## config.mk

```make
export PLATFORM = sky130hd
export DESIGN_NAME = voice_alloc
export DESIGN_NICKNAME = d
export VERILOG_FILES = /design/src/rtl/synth_pkg.sv /design/src/rtl/note2freq.sv /design/src/rtl/voice_alloc.sv
export SDC_FILE = /design/constraint.sdc
export NUM_CORES = 2
export LEC_CHECK = 0
export BUFFER_PORTS_ARGS = -buffer_cell sky130_fd_sc_hd__buf_2
export CAP_MARGIN = 15
export CORE_UTILIZATION = 45
export DETAILED_ROUTE_END_ITERATION = 16
export GPL_TIMING_DRIVEN = 0
export SYNTH_ARGS = -nofsm -noshare
export SYNTH_HDL_FRONTEND = slang
export SYNTH_SLANG_ARGS = --single-unit
```

## constraint.sdc

```tcl
create_clock -name i_clk48 -period 4.5 [get_ports i_clk48]
set_clock_uncertainty 0.15 [all_clocks]
set_input_delay 0.45 -clock i_clk48 [delete_from_list [all_inputs] [get_ports i_clk48]]
set_output_delay 0.45 -clock i_clk48 [all_outputs]
set_load 0.05 [all_outputs]
```

## src/rtl/synth_pkg.sv

```systemverilog
// Shared types and constants for the voice allocator: command/state types
// and the note-to-Hz table consumed by note2freq.
package synth_pkg;
   localparam int NUM_OSC = 64;
   localparam int OSC_W   = 6;
   localparam int STAMP_W = 16;

   typedef enum logic [7:0] {SAW = 8'd0, SQUARE = 8'd1, TRI = 8'd2, SINE = 8'd3} wave_e;

   typedef struct packed {
      logic       on;
      logic [6:0] note;
      logic [7:0] wav;
   } cmd_t;

   typedef enum logic [2:0] {INIT, IDLE, SCAN, DECIDE, WRITE} state_e;

   // Top octave (notes 116..127) held in milli-Hz; every lower note is that
   // value divided by a power of two and rounded to the nearest Hz.
   function automatic logic [127:0][23:0] build_note_hz();
      longint            top_mhz [12];
      logic [127:0][23:0] t;
      int                d;
      longint            div;
      top_mhz = '{6644875, 7040000, 7458620, 7902133, 8372018, 8869844,
                  9397273, 9956063, 10548082, 11175303, 11839822, 12543854};
      t = '0;
      for (int n = 0; n < 128; n++) begin
         d    = 10 - (n + 4) / 12;
         div  = longint'(1000) << d;
         t[n] = 24'((top_mhz[(n + 4) % 12] + div / 2) / div);
      end
      return t;
   endfunction

   localparam logic [127:0][23:0] NOTE_HZ = build_note_hz();
endpackage

```

## src/rtl/note2freq.sv

```systemverilog
// Registered 128x24 note-to-Hz ROM, one cycle latency; holds its output
// while en is low so the value loaded at accept survives the scan.
module note2freq
   import synth_pkg::*;
(
   input  logic        i_clk48,
   input  logic        en,
   input  logic [6:0]  note,
   output logic [23:0] hz
);
   always_ff @(posedge i_clk48)
      if (en) hz <= NOTE_HZ[note];
endmodule

```

## src/rtl/voice_alloc.sv

```systemverilog
// 64-slot voice allocator driving the oscillator write interface.
// Optional VOICE_STEAL_EN: a note-on with a full table steals the oldest voice.
module voice_alloc
   import synth_pkg::*;
(
   input  logic               i_clk48,
   input  logic               i_rst48_n,
   input  logic               i_cmd_valid,
   output logic               o_cmd_ready,
   input  logic               i_cmd_on,
   input  logic [6:0]         i_cmd_note,
   input  logic [7:0]         i_cmd_wav,
   output logic [OSC_W-1:0]   o_osc_sel,
   output logic [23:0]        o_t_freq,
   output logic               o_tf_valid,
   output logic [7:0]         o_wav_sel,
   output logic               o_ws_valid,
   output logic [NUM_OSC-1:0] o_active,
   output logic               o_drop
);
   state_e                  state;
   cmd_t                    cmd;
   logic [1:0]              ph;
   logic [OSC_W-1:0]        idx;
   logic [7:0]              wr_wav;
   logic [23:0]             wr_freq;
   logic [NUM_OSC-1:0]      tab_valid;
   logic [NUM_OSC-1:0][6:0] tab_note;
   logic [NUM_OSC-1:0][7:0] tab_wav;
   logic                    m_found, f_found;
   logic [OSC_W-1:0]        m_idx, f_idx;
   logic [23:0]             rom_hz;
   logic                    accept;
   logic                    do_wr;
   logic [OSC_W-1:0]        tgt;
`ifdef VOICE_STEAL_EN
   logic [NUM_OSC-1:0][STAMP_W-1:0] tab_stamp;
   logic [STAMP_W-1:0]              stamp_now, o_age, age;
   logic                            o_found;
   logic [OSC_W-1:0]                o_idx;

   // Age in allocations, valid across stamp wrap.
   assign age = stamp_now - tab_stamp[idx];
`endif

   assign accept   = i_cmd_valid && o_cmd_ready;
   assign o_active = tab_valid;

   note2freq u_rom (.i_clk48(i_clk48), .en(accept), .note(i_cmd_note), .hz(rom_hz));

   always_comb begin
      do_wr = 1'b0;
      tgt   = m_idx;
      if (m_found) do_wr = 1'b1;
      else if (cmd.on && f_found) begin
         do_wr = 1'b1;
         tgt   = f_idx;
      end
`ifdef VOICE_STEAL_EN
      else if (cmd.on) begin
         do_wr = 1'b1;
         tgt   = o_idx;
      end
`endif
   end

   always_ff @(posedge i_clk48 or negedge i_rst48_n) begin
      if (!i_rst48_n) begin
         state       <= INIT;
         cmd         <= '0;
         ph          <= '0;
         idx         <= '0;
         wr_wav      <= '0;
         wr_freq     <= '0;
         tab_valid   <= '0;
         tab_note    <= '0;
         tab_wav     <= '0;
         m_found     <= 1'b0;
         f_found     <= 1'b0;
         m_idx       <= '0;
         f_idx       <= '0;
         o_cmd_ready <= 1'b0;
         o_osc_sel   <= '0;
         o_t_freq    <= '0;
         o_tf_valid  <= 1'b0;
         o_wav_sel   <= '0;
         o_ws_valid  <= 1'b0;
         o_drop      <= 1'b0;
`ifdef VOICE_STEAL_EN
         tab_stamp   <= '0;
         stamp_now   <= '0;
         o_age       <= '0;
         o_found     <= 1'b0;
         o_idx       <= '0;
`endif
      end else begin
         o_drop <= 1'b0;
         case (state)
            // INIT walks o_osc_sel over every slot; WRITE runs a single triplet.
            INIT, WRITE: begin
               case (ph)
                  2'd0: begin
                     o_ws_valid <= 1'b1;
                     o_wav_sel  <= wr_wav;
                     ph         <= 2'd1;
                  end
                  2'd1: begin
                     o_ws_valid <= 1'b0;
                     o_tf_valid <= 1'b1;
                     o_t_freq   <= wr_freq;
                     ph         <= 2'd2;
                  end
                  default: begin
                     o_tf_valid <= 1'b0;
                     ph         <= 2'd0;
                     if (state == WRITE || o_osc_sel == OSC_W'(NUM_OSC - 1)) begin
                        state       <= IDLE;
                        o_cmd_ready <= 1'b1;
                     end else
                        o_osc_sel <= o_osc_sel + 1'b1;
                  end
               endcase
            end
            IDLE: begin
               if (accept) begin
                  cmd         <= '{on: i_cmd_on, note: i_cmd_note, wav: i_cmd_wav};
                  o_cmd_ready <= 1'b0;
                  m_found     <= 1'b0;
                  f_found     <= 1'b0;
                  idx         <= '0;
`ifdef VOICE_STEAL_EN
                  o_found     <= 1'b0;
`endif
                  state       <= SCAN;
               end
            end
            SCAN: begin
               if (!m_found && tab_valid[idx] && tab_note[idx] == cmd.note) begin
                  m_found <= 1'b1;
                  m_idx   <= idx;
               end
               if (!f_found && !tab_valid[idx]) begin
                  f_found <= 1'b1;
                  f_idx   <= idx;
               end
`ifdef VOICE_STEAL_EN
               if (tab_valid[idx] && (!o_found || age > o_age)) begin
                  o_found <= 1'b1;
                  o_idx   <= idx;
                  o_age   <= age;
               end
`endif
               idx <= idx + 1'b1;
               if (idx == OSC_W'(NUM_OSC - 1)) state <= DECIDE;
            end
            DECIDE: begin
               if (do_wr) begin
                  o_osc_sel <= tgt;
                  ph        <= 2'd0;
                  state     <= WRITE;
                  if (cmd.on) begin
                     tab_valid[tgt] <= 1'b1;
                     tab_note[tgt]  <= cmd.note;
                     tab_wav[tgt]   <= cmd.wav;
                     wr_wav         <= cmd.wav;
                     wr_freq        <= rom_hz;
`ifdef VOICE_STEAL_EN
                     tab_stamp[tgt] <= stamp_now;
                     stamp_now      <= stamp_now + 1'b1;
`endif
                  end else begin
                     tab_valid[tgt] <= 1'b0;
                     wr_wav         <= tab_wav[tgt];
                     wr_freq        <= '0;
                  end
               end else begin
                  o_drop      <= 1'b1;
                  o_cmd_ready <= 1'b1;
                  state       <= IDLE;
               end
            end
            default: state <= INIT;
         endcase
      end
   end
endmodule

```

Word-level counts from Yosys, hierarchy flattened

Memories as Yosys holds them, arrays and structs flattened. A register that Yosys moved wholly into a read port is not among the register bits.
Index checks and enable logic that the tools add are counted.

$add $sub $neg: 2
Order comparisons: 3
Equal/unequal tests: 17
Multiplexer cells: 49
Bitwise gates (word level): 4
Reductions and logical operators: 34

Operators with widths:

| operator                                                              | count |
|---|---|
| 512-bit bitwise mux                                                   | 1 |
| 448-bit bitwise mux                                                   | 1 |
| 64-bit AND                                                            | 1 |
| 64-bit two-way mux                                                    | 1 |
| 64-bit inverter                                                       | 1 |
| 64-bit OR                                                             | 1 |
| 8-bit binary-select mux with 6-bit select                             | 1 |
| 8-bit demux with 6-bit select                                         | 1 |
| 7-bit binary-select mux with 6-bit select                             | 1 |
| 7-bit demux with 6-bit select                                         | 1 |
| 6-bit two-way mux                                                     | 6 |
| 24-bit two-way mux                                                    | 1 |
| 8-bit two-way mux                                                     | 3 |
| 6-bit case mux with 2 select lines                                    | 2 |
| 2-bit AND reduction                                                   | 10 |
| 2-bit != test (second input constant)                                 | 9 |
| 3-bit two-way mux                                                     | 5 |
| 6-bit by 7-bit < comparator with 1-bit output (second input constant) | 2 |
| 7-bit two-way mux                                                     | 2 |
| 6-bit by 1-bit adder with 6-bit output (second input constant)        | 2 |
| 6-bit equality test (second input constant)                           | 2 |
| 1-bit two-way mux                                                     | 12 |
| 3-bit case mux with 4 select lines                                    | 1 |
| 3-bit AND reduction                                                   | 3 |
| other kinds (23)                                                      | 39 |

Register bits after elaboration: 1139
ROM bits: 3072
Output and inout port bits: 106
Word-level logic and storage cells: 258
Memories kept: 1

Memory list:

| memory          | depth | bits a word | read ports | clocked after memory_dff | wr ports | RTL line        | source |
|---|---|---|---|---|---|---|---|
| (no name shown) | 128   | 24          | 1          | 1                        | 0        | note2freq.sv:12 | `if (en) hz <= NOTE_HZ[note];` |

Depth between registers and ports, before layout

Depth after elaboration: 10
Gate-level depth with buffers: 15
Mapped depth without buffers: 9

Modules after synthesis

A second synthesis with hierarchy kept.

Cell total of the unflattened synthesis: 4082
Area, all modules: 53353.7 sq um

Modules (own cells, without submodules):

| module      | times used | cells each | area each (sq um) | sequential area each (sq um) |
|---|---|---|---|---|
| voice_alloc | 1          | 3787       | 51141.5           | 28502.3 |
| note2freq   | 1          | 295        | 2212.1            | 420.4 |

Worst setup path after synthesis

OpenSTA, ideal clock, no wires.

Path type: flip-flop to flip-flop
Start: register idx[0]
End: register m_idx[0]
Setup time: 0.125 ns
Arrival: 3.101 ns
Required time: 4.225 ns
Setup slack: 1.123 ns
Cell stages (with the launch flop): 14
Clock period less this slack: 3.377 ns
Cells stage by stage: dfrtp_1 buf_6 buf_8 buf_8 buf_6 mux4_2 o211ai_1 o31ai_1 o31ai_1 mux2i_1 nand4_1 or4_1 buf_6 mux2_4

Word-level cells in the longest chain between the ends: 5
Elaborated cells between the ends (all ways): 8
Those cells by class: 1 x eq/ne; 4 x mux; 3 x reduce/logical

RTL lines:

| what                                                                                                   | RTL line           | source |
|---|---|---|
| start: declaration                                                                                     | voice_alloc.sv:24  | `logic [OSC_W-1:0] idx;` |
| start signal: assignment                                                                               | voice_alloc.sv:153 | `idx <= idx + 1'b1;` |
| 7-bit binary-select mux with 6-bit select or 1-bit binary-select mux with 6-bit select (tied branches) | voice_alloc.sv:138 | `if (!m_found && tab_valid[idx] && tab_note[idx] == cmd.note) begin` |
| 7-bit two-way mux (implied by the code) or 1-bit two-way mux (tied branches)                           | voice_alloc.sv:138 |  |
| 7-bit equality test or 1-bit logical AND (tied branches)                                               | voice_alloc.sv:138 |  |
| 1-bit logical AND                                                                                      | voice_alloc.sv:138 |  |
| 2-bit AND reduction (no source line)                                                                   | --                 |  |
| end signal: assignment                                                                                 | voice_alloc.sv:140 | `m_idx <= idx;` |
| end: declaration                                                                                       | voice_alloc.sv:31  | `logic [OSC_W-1:0] m_idx, f_idx;` |

Parallel ways exist; a longest one is shown, timed or not. The select of a mux whose other input is x is not followed.
A chain may end at the register's enable or synchronous reset.

Final worst setup path

Start: register f_found
End: register wr_wav[1]

Word-level cells in the longest chain between the ends: 6
Elaborated cells between the ends (all ways): 9
Those cells by class: 7 x mux; 2 x reduce/logical

RTL lines:

| what                                      | RTL line           | source |
|---|---|---|
| start: declaration                        | voice_alloc.sv:30  | `logic m_found, f_found;` |
| start signal: assignment                  | voice_alloc.sv:79  | `f_found <= 1'b0;` |
| start signal: assignment                  | voice_alloc.sv:129 | `f_found <= 1'b0;` |
| start signal: assignment                  | voice_alloc.sv:143 | `f_found <= 1'b1;` |
| 1-bit logical AND *                       | voice_alloc.sv:55  | `else if (cmd.on && f_found) begin` |
| 6-bit two-way mux                         | voice_alloc.sv:55  |  |
| 6-bit two-way mux                         | voice_alloc.sv:54  | `if (m_found) do_wr = 1'b1;` |
| 8-bit binary-select mux with 6-bit select | voice_alloc.sv:173 | `wr_wav <= tab_wav[tgt];` |
| 8-bit two-way mux (implied by the code)   | voice_alloc.sv:173 |  |
| 8-bit two-way mux                         | voice_alloc.sv:161 | `if (cmd.on) begin` |
| end signal: assignment                    | voice_alloc.sv:165 | `wr_wav <= cmd.wav;` |
| end signal: assignment                    | voice_alloc.sv:173 |  |
| end: declaration                          | voice_alloc.sv:25  | `logic [7:0] wr_wav;` |

Every way passes the cells marked *; elsewhere a longest branch is shown, timed or not. The select of a mux whose other input is x is not followed.

==> out/summary.txt <==
Critical R2R Capture - wr_wav[1]
Leading area contributor after synthesis - dfrtp_1
Largest buffer count on any clock path - 3
Crit Path Max Fanout - 10
Core ar. - 115,000 µm²
Max VDD drop - 315.8 µV
CTS tree - built
Drt pass-1 iters - 6
DRC viols - 0
Unrepaired setup endpoints after global routing - yes
Total number of vias - 38.12k
Num rows - 124
Share of the synthesized area in the top cell type - 53.32%
Final TNS setup - -227.5 ps
Fin util - 52.65%
Critical R2R Launch - f_found
Initial antenna violation count - 7
DRT Wirelength - 197,900 µm
Power Dens Cells - 347.0 nW/µm²
Fillcell total - 9,869
Yosys warns - 0
Number of I/O port buffers - 110
Root Driver - clkbuf_16
Global placer's final weighted congestion - 0.9477
Dpl ws - -1182 ps
Die width - 343.6 µm
Layout cells sized above 1 - 39.27%
Leakage - 28.67 nW
Cell area after layout - 60,530 µm²
Clock latency on the worst-skew pair - 750 ps
Fin Hold WS - 215.4 ps
Cell count after synthesis - 4,033
Slowest cell delay on critical path - 540 ps
Total gr overflow - 0
Top_reg_cell synth - dfrtp_1
Crit path from - f_found
CP max-delay cell - clkdlybuf4s15_2
Critical path class - reg -> reg
Final ANT Viol Nets - 0
Max Slew Vio Count - 0
IO Count - 125
#FFs+latches synth - 1,133
Routed wire length per instance - 33.39 µm
Endpoints failing setup - 4
Vias/cell - 6.432
Final net count - 4,351
First-pass GRT wire length - 280,800 µm
Crit. End Element - flip-flop
Register area - 28,420 µm²
Min cycle time layout - 4701 ps
Crit-path leading delay family - buffers and inverters
Clock sink count - 1,133
Synth cell count leaders - dfrtp_1, mux2_2, nand2_1, clkbuf_1, o21ai_0
Levels on crit path - 13
Total GRT Usage - 33.57%
Initial Util - 45.68%
Highest clock rate - 0.2127 GHz
Worst-Margin Slew - 1337 ps
Largest net degree at the start of global routing - 163
Multi-input logic area - 22,990 µm²
Slew headroom - 10.87%
Hold Violations, Final - 0
Async set-or-reset flop fraction in the synthesized netlist - 98.76%
Die height - 343.6 µm
Htree depth - 3
1st-iter DRT viols - 4,878
FF-to-FF setup slack - -200 ps
Failing checks - negative setup slack
Hold Crit Class - in -> async
CTS buffer count - 120
DP Wirelength - 139,000 µm
Worst-path clk slew - 60 ps
Vias in the first global route - 36.96k
Sequential element share of the synthesized area - 54.12%
Max-Cap Viols - 0
Critical Path RT - 4910 ps
Die area - 118,100 µm²
Leading post-synthesis cells by cell area - dfrtp_1, mux2_2, mux4_2
Worst path bufs/invs - 4
Post-synth EDFFs - 14
Most frequent cell after synthesis - dfrtp_1
Crit path launch type - flip-flop
Area Overhead vs Synth - 15.26%
Period utilization - 104.5%
PnR worst setup slack - -201.2 ps
Arrival time of the worst setup path - 5110 ps
Worst r2r path cells - 13
DP Area - 55,500 µm²
Syn avg cell area - 13.02 µm²
Cell area after synthesis - 52,510 µm²
Critical Path, Cell by Cell - nand3b_1 -> clkbuf_4 -> mux2_2 -> and2_1 -> clkbuf_1 -> clkbuf_1 -> clkdlybuf4s15_2 -> a22oi_1 -> nand2_1 -> o21ai_0 -> nand4_1 -> o22ai_2 -> o21ai_0
Outcome - complete, but fails checks
Synth unique cells - 73
==> cell usage in the layout, fill, tap and decap left out, types with 19 or more instances in the layout <==
master and count:
a21oi_1 79, a221oi_1 30, a22oi_1 170, and3_1 19, buf_2 172, buf_4 27, clkbuf_1 234, clkbuf_16 125
clkbuf_2 38, clkbuf_4 19, clkbuf_8 24, clkinv_2 20, dfrtp_1 1119, mux2_2 1010, mux2i_1 59, mux4_2 127
nand2_1 290, nand3_1 45, nor2_1 76, nor2_2 24, nor2_4 40, o211ai_1 19, o21ai_0 180, o31ai_1 57
==> layer usage <==
| metal | GRT usage, % | share of wire, % | up-vias |
|---|---|---|---|
| li1 | - | - | 15426 |
| met1 | 48.36 | 42 | 20134 |
| met2 | 48.70 | 43 | 2134 |
| met3 | 7.864 | 10 | 427 |
| met4 | 13.82 | 4.6 | 0 |
| met5 | 0 | 0 | - |
==> timing repair <==
action,in CTS,in global routing
buffers inserted,0,13
pin swaps,0,7
setup endpoints to repair,801,649
resized for setup,138,135
hold buffers,10,0
endpoints found under the hold margin,132,0
==> where the power goes <==
group	internal [mW]	total [mW]	switching (mW)
logic	0.0980	0.462	0.363
registers	10.2	10.2	0
clock network	6.06	10.3	4.27
total	16.4	21.0	4.64
==> metrics by stage <==
| step | instances | total power, mW |
|---|---|---|
| after floorplan | 4042 | 10.56 |
| after global placement | 5664 | 10.85 |
| after detailed placement | 5688 | 10.85 |
| after CTS | 5910 | 21.04 |
| after global routing | 5925 | 21.48 |
| final | 5927 | 21.01 |
==> cell families (layout without fill, tap and decap cells) <==
logic type	Yosys count	in the layout	share of synthesized area (%)
muxes	1211	1211	28.58
DFF	1133	1133	54.12
AOI/OAI and AO/OA	685	685	8.752
and+or+nand+nor	595	595	4.899
buffers and inverters	391	762	3.283
adders and majority gates	10	10	0.2383
xor gates and xnor gates	7	7	0.1168
other	1	12	0.007141
==> state kept, by name, summed over array words and instances, names as in the netlist, 6 cells and up, named ones only <==
name,cells
wr_freq,14
tab_wav,512
cmd,16
u_rom.hz,14
f_idx,6
o_osc_sel,6
o_wav_sel,8
wr_wav,8
m_idx,6
tab_note,448
o_t_freq,14
idx,6
==> area by class of cell <==
type                    count  share of cell area [%]
multi-input cells        2518                   37.99
flip-flops and latches   1133                   46.96
inverters                  16                 0.09922
well taps                1512                   3.126
repair buffers            159                   2.109
diodes                      2                0.008269
clock inverters            38                  0.8186
plain buffers             374                   3.016
clock buffers             175                   5.875
==> worst max-delay path by stage <==
stage                     to  slack (ps)
4_1_cts         tab_wav[158]        -310
2_1_floorplan       m_idx[0]        1120
3_3_place_gp   tab_note[169]      -22280
5_1_grt            wr_wav[1]        -140
3_5_place_dp       wr_wav[5]       -1180
6_report           wr_wav[1]        -200
==> worst register-to-register path, stage by stage (launching register included) <==
cell	delay [ps]
dfrtp_1	420
nand3b_1	100
clkbuf_4	260
mux2_2	490
and2_1	180
clkbuf_1	300
clkbuf_1	400
clkdlybuf4s15_2	550
a22oi_1	360
nand2_1	70
o21ai_0	450
nand4_1	310
o22ai_2	350
o21ai_0	150
(Power assumes the default switching activity.)
